===== src/rtl/alu_pkg.sv =====
// Shared codes for the bit-serial ALU sequencer: operation codes, slice op codes,
// sequencer states and the supported-operation check used at acceptance.
package alu_pkg;

    localparam logic [3:0] ALU_AND = 4'b0000;
    localparam logic [3:0] ALU_OR  = 4'b0001;
    localparam logic [3:0] ALU_ADD = 4'b0010;
    localparam logic [3:0] ALU_SUB = 4'b0110;
    localparam logic [3:0] ALU_SLT = 4'b0111;
    localparam logic [3:0] ALU_NOR = 4'b1100;

    localparam logic [1:0] SOP_AND = 2'b00;
    localparam logic [1:0] SOP_OR  = 2'b01;
    localparam logic [1:0] SOP_SUM = 2'b10;
    localparam logic [1:0] SOP_SM  = 2'b11;

    typedef enum logic [1:0] {
        ST_IDLE = 2'd0,
        ST_RUN  = 2'd1,
        ST_SET  = 2'd2,
        ST_DONE = 2'd3
    } state_t;

    function automatic logic ctl_supported(input logic [3:0] ctl);
        case (ctl)
            ALU_AND, ALU_OR, ALU_ADD, ALU_SUB, ALU_SLT, ALU_NOR: return 1'b1;
            default:                                             return 1'b0;
        endcase
    endfunction

endpackage


===== src/rtl/alu_slice_decode.sv =====
// Maps the latched ALU operation and current bit index onto the 1-bit slice
// controls: operand inversions, slice op and carry-in source.
module alu_slice_decode
    import alu_pkg::*;
#(
    parameter int IDX_W = 5
) (
    input  logic [3:0]       ctl,
    input  logic [IDX_W-1:0] idx,
    output logic             sa,
    output logic             sb,
    output logic [1:0]       op,
    output logic             cin_from_carry,
    output logic             cin_first,
    output logic             is_arith,
    output logic             is_slt
);

    // Bit 0 takes the operation's initial carry; every later bit chains the stored carry.
    assign cin_from_carry = (idx != '0);

    always_comb begin
        sa        = 1'b0;
        sb        = 1'b0;
        op        = SOP_AND;
        cin_first = 1'b0;
        is_arith  = 1'b0;
        is_slt    = 1'b0;
        case (ctl)
            ALU_AND: op = SOP_AND;
            ALU_OR:  op = SOP_OR;
            ALU_NOR: begin
                sa = 1'b1;
                sb = 1'b1;
                op = SOP_AND;
            end
            ALU_ADD: begin
                op       = SOP_SUM;
                is_arith = 1'b1;
            end
            ALU_SUB: begin
                sb        = 1'b1;
                op        = SOP_SUM;
                cin_first = 1'b1;
                is_arith  = 1'b1;
            end
            ALU_SLT: begin
                sb        = 1'b1;
                op        = SOP_SUM;
                cin_first = 1'b1;
                is_slt    = 1'b1;
            end
            default: ;
        endcase
    end

endmodule


===== src/rtl/alu_serial_ctrl.sv =====
// Bit-serial ALU sequencer: steps one external 1-bit slice LSB-first and assembles
// the result word and flags behind a valid/ready handshake.
//
//   state | meaning
//   IDLE  | in_ready high, waiting for a request
//   RUN   | one operand bit per clock through the slice, carry chained
//   SET   | SLT only: push the captured less-than bit through the slice as bit 0
//   DONE  | out_valid high, result and flags held until out_ready
module alu_serial_ctrl
    import alu_pkg::*;
#(
    parameter int WIDTH = 32
) (
    input  logic             clk,
    input  logic             reset,
    input  logic             in_valid,
    output logic             in_ready,
    input  logic [3:0]       alu_ctl,
    input  logic [WIDTH-1:0] opa,
    input  logic [WIDTH-1:0] opb,
    output logic             out_valid,
    input  logic             out_ready,
    output logic [WIDTH-1:0] result,
    output logic             zero,
    output logic             carry_out,
    output logic             overflow,
    output logic             slc_a,
    output logic             slc_b,
    output logic             slc_sm,
    output logic             slc_sa,
    output logic             slc_sb,
    output logic             slc_cin,
    output logic [1:0]       slc_op,
    input  logic             slc_result,
    input  logic             slc_cout
);

    localparam int               IDX_W = $clog2(WIDTH);
    localparam logic [IDX_W-1:0] LAST  = IDX_W'(WIDTH - 1);

    state_t           state;
    state_t           state_nxt;
    logic [WIDTH-1:0] opa_q;
    logic [WIDTH-1:0] opb_q;
    logic [3:0]       ctl_q;
    logic [IDX_W-1:0] idx;
    logic             carry;
    logic             set_q;
    logic [WIDTH-1:0] acc;
    logic [WIDTH-1:0] acc_nxt;

    logic       dec_sa;
    logic       dec_sb;
    logic [1:0] dec_op;
    logic       dec_cin_from_carry;
    logic       dec_cin_first;
    logic       dec_is_arith;
    logic       dec_is_slt;

    alu_slice_decode #(
        .IDX_W (IDX_W)
    ) u_decode (
        .ctl            (ctl_q),
        .idx            (idx),
        .sa             (dec_sa),
        .sb             (dec_sb),
        .op             (dec_op),
        .cin_from_carry (dec_cin_from_carry),
        .cin_first      (dec_cin_first),
        .is_arith       (dec_is_arith),
        .is_slt         (dec_is_slt)
    );

    always_ff @(posedge clk or posedge reset) begin
        if (reset) state <= ST_IDLE;
        else       state <= state_nxt;
    end

    always_comb begin
        state_nxt = state;
        case (state)
            ST_IDLE: if (in_valid) state_nxt = ctl_supported(alu_ctl) ? ST_RUN : ST_DONE;
            ST_RUN:  if (idx == LAST) state_nxt = dec_is_slt ? ST_SET : ST_DONE;
            ST_SET:  state_nxt = ST_DONE;
            ST_DONE: if (out_ready) state_nxt = ST_IDLE;
            default: state_nxt = ST_IDLE;
        endcase
    end

    always_comb begin
        in_ready  = (state == ST_IDLE);
        out_valid = (state == ST_DONE);
        slc_a     = 1'b0;
        slc_b     = 1'b0;
        slc_sm    = 1'b0;
        slc_sa    = 1'b0;
        slc_sb    = 1'b0;
        slc_cin   = 1'b0;
        slc_op    = SOP_AND;
        case (state)
            ST_RUN: begin
                slc_a   = opa_q[idx];
                slc_b   = opb_q[idx];
                slc_sa  = dec_sa;
                slc_sb  = dec_sb;
                slc_op  = dec_op;
                slc_cin = dec_cin_from_carry ? carry : dec_cin_first;
            end
            ST_SET: begin
                slc_a  = opa_q[0];
                slc_b  = opb_q[0];
                slc_sm = set_q;
                slc_op = SOP_SM;
            end
            default: ;
        endcase
    end

    always_comb begin
        acc_nxt      = acc;
        acc_nxt[idx] = slc_result;
    end

    // The working word lives in acc; result and flags only change on entry to DONE.
    always_ff @(posedge clk or posedge reset) begin
        if (reset) begin
            opa_q     <= '0;
            opb_q     <= '0;
            ctl_q     <= '0;
            idx       <= '0;
            carry     <= 1'b0;
            set_q     <= 1'b0;
            acc       <= '0;
            result    <= '0;
            zero      <= 1'b0;
            carry_out <= 1'b0;
            overflow  <= 1'b0;
        end else begin
            case (state)
                ST_IDLE: begin
                    if (in_valid) begin
                        opa_q <= opa;
                        opb_q <= opb;
                        ctl_q <= alu_ctl;
                        idx   <= '0;
                        carry <= 1'b0;
                        acc   <= '0;
                        if (!ctl_supported(alu_ctl)) begin
                            result    <= '0;
                            zero      <= 1'b1;
                            carry_out <= 1'b0;
                            overflow  <= 1'b0;
                        end
                    end
                end
                ST_RUN: begin
                    acc   <= acc_nxt;
                    carry <= slc_cout;
                    idx   <= idx + 1'b1;
                    if (idx == LAST) begin
                        if (dec_is_slt) begin
                            // Signed less-than: MSB of the difference corrected by overflow.
                            set_q <= slc_result ^ slc_cin ^ slc_cout;
                        end else begin
                            result    <= acc_nxt;
                            zero      <= (acc_nxt == '0);
                            carry_out <= dec_is_arith & slc_cout;
                            overflow  <= dec_is_arith & (slc_cin ^ slc_cout);
                        end
                    end
                end
                ST_SET: begin
                    result    <= {{(WIDTH-1){1'b0}}, slc_result};
                    zero      <= ~slc_result;
                    carry_out <= 1'b0;
                    overflow  <= 1'b0;
                end
                default: ;
            endcase
        end
    end

endmodule

===== config.mk =====
export PLATFORM = sky130hd
export DESIGN_NAME = alu_serial_ctrl
export DESIGN_NICKNAME = d
export VERILOG_FILES = /design/src/rtl/alu_pkg.sv /design/src/rtl/alu_slice_decode.sv /design/src/rtl/alu_serial_ctrl.sv
export SDC_FILE = /design/constraint.sdc
export NUM_CORES = 1
export LEC_CHECK = 0
export ABC_AREA = 1
export CORE_ASPECT_RATIO = 2
export CORE_UTILIZATION = 55
export CTS_CLUSTER_SIZE = 25
export DETAILED_ROUTE_END_ITERATION = 16
export DONT_BUFFER_PORTS = 1
export PLACE_DENSITY_LB_ADDON = 0.3
export SYNTH_ARGS = -nofsm -noshare
export SYNTH_HDL_FRONTEND = slang
export SYNTH_SLANG_ARGS = --single-unit

===== constraint.sdc =====
create_clock -name clk -period 6 [get_ports clk]
set_clock_uncertainty 0.2 [all_clocks]
set_input_delay 1.2 -clock clk [delete_from_list [all_inputs] [get_ports clk]]
set_output_delay 1.2 -clock clk [all_outputs]
set_load 0.01 [all_outputs]

Yosys cells after proc, flatten, opt, wreduce, memory -nomap -nowiden
Cells that the tools add are included.
Operators by class
  add/subtract/negate cells: 1
  $mul: 0
  div/mod/pow operators: 0
  $lt $le $gt $ge: 2
  equality and inequality tests: 19
  shift-type cells: 0
  muxes and demuxes: 54
  bitwise gates (word level): 6
  reduce and logical (&&, ||, !) cells: 17
Operator list (number)
  $mux W32: 5
  $pmux W32 S3: 1
  $pmux W32 S2: 1
  $bwmux W32: 1
  $logic_not A32 Y1: 1
  $mux W1: 28
  $eq A4 B3 Y1 const B: 4
  $bmux W1 S5: 2
  $pmux W5 S2: 1
  $pmux W1 S3: 3
  $eq A4 B1 Y1 const B: 2
  $eq A4 B2 Y1 const B: 2
  $eq A4 B4 Y1 const B: 2
  $mux W2: 4
  $ne A2 B2 Y1 const B: 4
  $pmux W2 S2: 2
  $pmux W2 S4: 1
  $lt A5 B6 Y1 const B: 1
  $pmux W1 S2: 3
  $reduce_and A3 Y1: 2
  $reduce_or A3 Y1: 2
  $reduce_or A6 Y1: 1
  $add A5 B1 Y5 const B: 1
  $demux W1 S5: 1
  18 further kinds: 24
Word-level totals
  flip-flop bits (word level): 144
  bits in latches: 0
  bits in writable memories: 0
  bits in read-only memories: 0
  input port bits: 74
  output and inout port bits: 45
  memories: 0

Logic depth before layout (Yosys ltp)
  depth in word-level cells: 10
  gate-level depth with buffers: 14

By module
From an unflattened synthesis, not the netlist that was laid out.
Unflattened totals
  cells, all modules: 858
  area, all modules: 7312.0 um^2
By module, submodules not included
  alu_serial_ctrl: times used 1, cells an instance 836, area each 7214.4 um^2
  alu_slice_decode: times used 1, cells an instance 22, area each 97.6 um^2

Worst setup path after synthesis
No wires, ideal clock.
  path type: register to output
  start: register state[1]
  end: output slc_op[1]
  arrival: 1648 ps
  data required time: 4600 ps
  slack: 2952 ps
  stages on the path, launching flop included: 7
  path through: dfrtp_1 -> inv_1 -> ha_1 -> clkbuf_1 -> clkbuf_1 -> o2111ai_1 -> a21oi_1
On the way
  word-level cells in the longest chain between the ends: 2
  elaborated cells between the ends (all ways): 3
  classes of those cells: 2 x eq/ne; 1 x mux
RTL lines
  start, declared: line alu_serial_ctrl.sv:41  | state_t state;
  start signal, assigned: line alu_serial_ctrl.sv:76  | else state <= state_nxt;
  $eq A2 B2 Y1 / $eq A2 B1 Y1 (equally long branches): line alu_serial_ctrl.sv:100  | case (state)
  $pmux W2 S2 (*): line alu_serial_ctrl.sv:100
  end, declared: line alu_serial_ctrl.sv:33  | output logic [1:0] slc_op,
Mark *: on every way between the ends. The rest lies on a longest branch, timed or not.

Worst setup path after layout
  start: register idx[1]
  end: output slc_b
On the way
  word-level cells in the longest chain between the ends: 3
RTL lines
  start, declared: line alu_serial_ctrl.sv:46  | logic [IDX_W-1:0] idx;
  start signal, assigned: line alu_serial_ctrl.sv:159  | idx <= idx + 1'b1;
  $bmux W1 S5: line alu_serial_ctrl.sv:103  | slc_b = opb_q[idx];
  $mux W1 (implied by the code): line alu_serial_ctrl.sv:103
  $pmux W1 S2: line alu_serial_ctrl.sv:100
  end, declared: line alu_serial_ctrl.sv:28  | output logic slc_b,
Every way passes these cells. The select of a mux whose other input is x is not followed.

==> impl_metrics.py <==
metrics = {
    "route": {
        "viasPerCell": 5.75,
        "wl_met3_um": 838,
        "first_pass_iters": 5,
        "wl_per_cell_um": 16.9,
        "top_layer_used": "met4",
        "drt_iter0_markers": 530,
        "met1Wirelength_mm": 6.49,
        "antenna_left": 0,
        "met2_length_mm": 9.26,
        "drc_errors": 0,
        "num_vias": 5853,
        "totalWireLength_mm": 17.2,
    },
    "synthesis": {
        "synth-xor-area-share_pct": 0.357,
        "synth_top_family_by_area": "simple AND/OR/NAND/NOR gates",
        "yosys.area_share.simple_pct": 23.4,
        "ys_seq_area_share_pct": 49.0,
        "synth_compound_area_share_pct": 10.5,
        "synth_cell_types": 30,
        "netlist_area_sq_um": 7360,
        "synth-adder-area-share_pct": 1.70,
        "syn_nets": 961,
        "synth.avg_cell_area_sq_um": 8.39,
        "synth_top_area_share_pct": 49.0,
        "yosysWarnings": 0,
        "synth_area_leaders": "dfrtp_1 49%, nand2_1 12%, mux2_2 8.7%",
        "synthCells": 877,
        "synth_top_area_cell": "dfrtp_1",
        "synthMuxAreaShare_pct": 8.73,
        "synth-seq-cells": 144,
    },
    "sta": {
        "hold_viol_final": 0,
        "drv_slew": 0,
        "relSlewSlack_pct": 33.0,
        "fin_setup_tns_ns": 0,
        "rsz0062_at_grt": "false",
        "period_needed_ns": 4.24,
        "max_clock_freq_mhz": 236,
        "setup_violations": 0,
        "finalCritPeriodShare_pct": 70.6,
        "worst_pin_slew_ns": 1.01,
    },
    "grt": {
        "grt_pass1_vias": 5713,
        "grt_overflow": 0,
        "grt_pass1_wl_mm": 27.8,
        "antenna_found_initial": 1,
        "grt_max_degree": 115,
        "track_usage_pct": 25.8,
    },
    "finish": {
        "layout_common_cells": "228 x nand2_1, 144 x dfrtp_1, 77 x nor2_1",
        "final_net_count": 936,
        "area_growth_pct": 8.10,
        "layout_commonest_cell": "nand2_1",
        "drive_gt1_share_pct": 13.4,
        "final_util_pct": 61.2,
    },
    "die": {
        "core_area_sq_um": 13000,
        "initial_utilization_pct": 56.6,
        "io_pins": 119,
        "fp.dieH_um": 166,
        "row_count": 59,
        "die_area_sq_um": 13900,
        "dieWidth_um": 83.8,
    },
    "cts": {
        "insertion_delay_ns": 0.42,
        "clk_pin_slew_ns": 0.06,
        "cts_htree_levels": 4,
        "cts_made_buffers": 17,
        "post-cts-setup-buffer-count": 0,
        "cts_resized": 0,
        "cts_root_buffer": "clkbuf_16",
        "holdBufCountCts": 0,
        "clock-sinks": 144,
        "cts_tree": "built",
        "clockBufferDepth": 2,
    },
    "hold_path": {
        "min_path_cells": 2,
        "min_path_type": "flop to flop",
        "worstHoldStart": "acc[5]",
    },
    "power": {
        "vdd_drop_max_mv": 0.372,
        "leakage_nw": 3.67,
        "cellPowerDensity_nw_per_um2": 497,
    },
    "setup_path": {
        "cp_cell_sequence": "inv_1 -> nor2_1 -> o21ai_1 -> o21ai_0 -> nand2_1 -> nand2_1 -> nor2_1 -> nand2_1 -> nand2_1 -> a21oi_1",
        "worstSetupStartpoint": "idx[1]",
        "rr_worst_depth": 11,
        "slowest_stage": "dfrtp_1",
        "worstSetupPathType": "flop to primary output",
        "required_ns": 4.60,
        "r2r_start": "idx[1]",
        "cp_common_cell": "nand2_1",
        "crit_path_max_fanout": 26,
        "worstPathArrival_ns": 2.84,
        "critPathCaptureType": "primary output",
        "startpoint_type": "flop",
        "slowest_delay_ns": 0.87,
    },
    "placement": {
        "io_buffers": 0,
        "gp_congestion": 0.839,
        "place_hpwl_mm": 12.0,
    },
    "flow_run": {
        "cap_violations": 0,
    },
    "status": {
        "run_status": "finished, final reports clean",
    },
}
-- per-layer routing --
metal	up-vias	track usage [%]
met1	2775	28.7
met3	46	5.32
li1	2838	-
met2	194	46.0
met4	0	13.9
met5	-	0
-- Yosys cell counts (all sizes together) --
| master | instances |
|---|---|
| a21oi | 20 |
| buf | 21 |
| clkbuf | 26 |
| dfrtp | 144 |
| ha | 10 |
| inv | 63 |
| mux2 | 57 |
| nand2 | 234 |
| nand3 | 66 |
| nand4 | 15 |
| nor2 | 85 |
| nor3 | 4 |
| o2111ai | 1 |
| o211ai | 5 |
| o21ai | 119 |
| o22ai | 4 |
| xor2 | 3 |
-- state kept, by name, summed over array words and instances (netlist names), 2 cells and up --
signal / flops
opb_q: 32
acc: 32
state: 2
idx: 5
opa_q: 32
ctl_q: 4
result: 32
-- kinds of logic (layout without fill, tap and decap cells) --
kind of cell | after synthesis | in the layout
multiplexers | 57 | 57
AND/OR/NAND/NOR | 404 | 404
adder cells (fa/ha/maj) | 10 | 10
XOR/XNOR | 3 | 3
other | 0 | 1
AO/OA/AOI/OAI | 149 | 149
buffers and inverters | 110 | 98
flip-flops | 144 | 144
-- where the power goes --
group | switching (mW) | internal (mW) | leakage (nW)
Clock | 0.436 | 0.632 | 0.287
Combinational | 0.942 | 0.485 | 1.54
Sequential | 0.208 | 1.25 | 1.84
Total | 1.59 | 2.36 | 3.67
-- metrics by stage --
step,hold slack [ns],instance area [sq um],instances,worst slack [ns],total power [mW]
after floorplan,0.249,7360,877,0.734,2.59
after CTS,0.289,7950,1017,1.76,3.97
after global routing,0.309,7950,1018,1.48,4.20
final,0.292,7950,1018,1.76,3.95
after global placement,0.263,7360,985,2.19,2.87
after detailed placement,0.274,7360,985,2.12,2.90
-- layout make-up --
class / instances / area, sq um
fill: 1160 / 5040
sequential: 144 / 3600
multi-input combinational: 623 / 3290
clock buffer: 19 / 443
inverter: 63 / 246
tap: 152 / 190
clock inverter: 13 / 149
timing repair buffer: 3 / 22.5
antenna: 1 / 2.50
-- path summary, 6_finish.rpt --
| path | slack (ns) | end |
|---|---|---|
| worst max-delay path | 1.76 | slc_b |
| worst min-delay path | 0.29 | acc[5] |
| worst max register to register | 2.16 | zero |
| worst min register to register | 0.29 | acc[5] |
| max in group asynchronous | 3.89 | overflow |
| min in group asynchronous | 0.66 | result[18] |
-- worst max-delay path: cells and delay by family (launching register included) --
family / cells / cell delay [ns]
buf+inv: 1 / 0.49
compound gates: 3 / 0.48
simple gates: 6 / 0.59
flops: 1 / 0.87
Note: power is estimated with default switching activity, not from simulation.
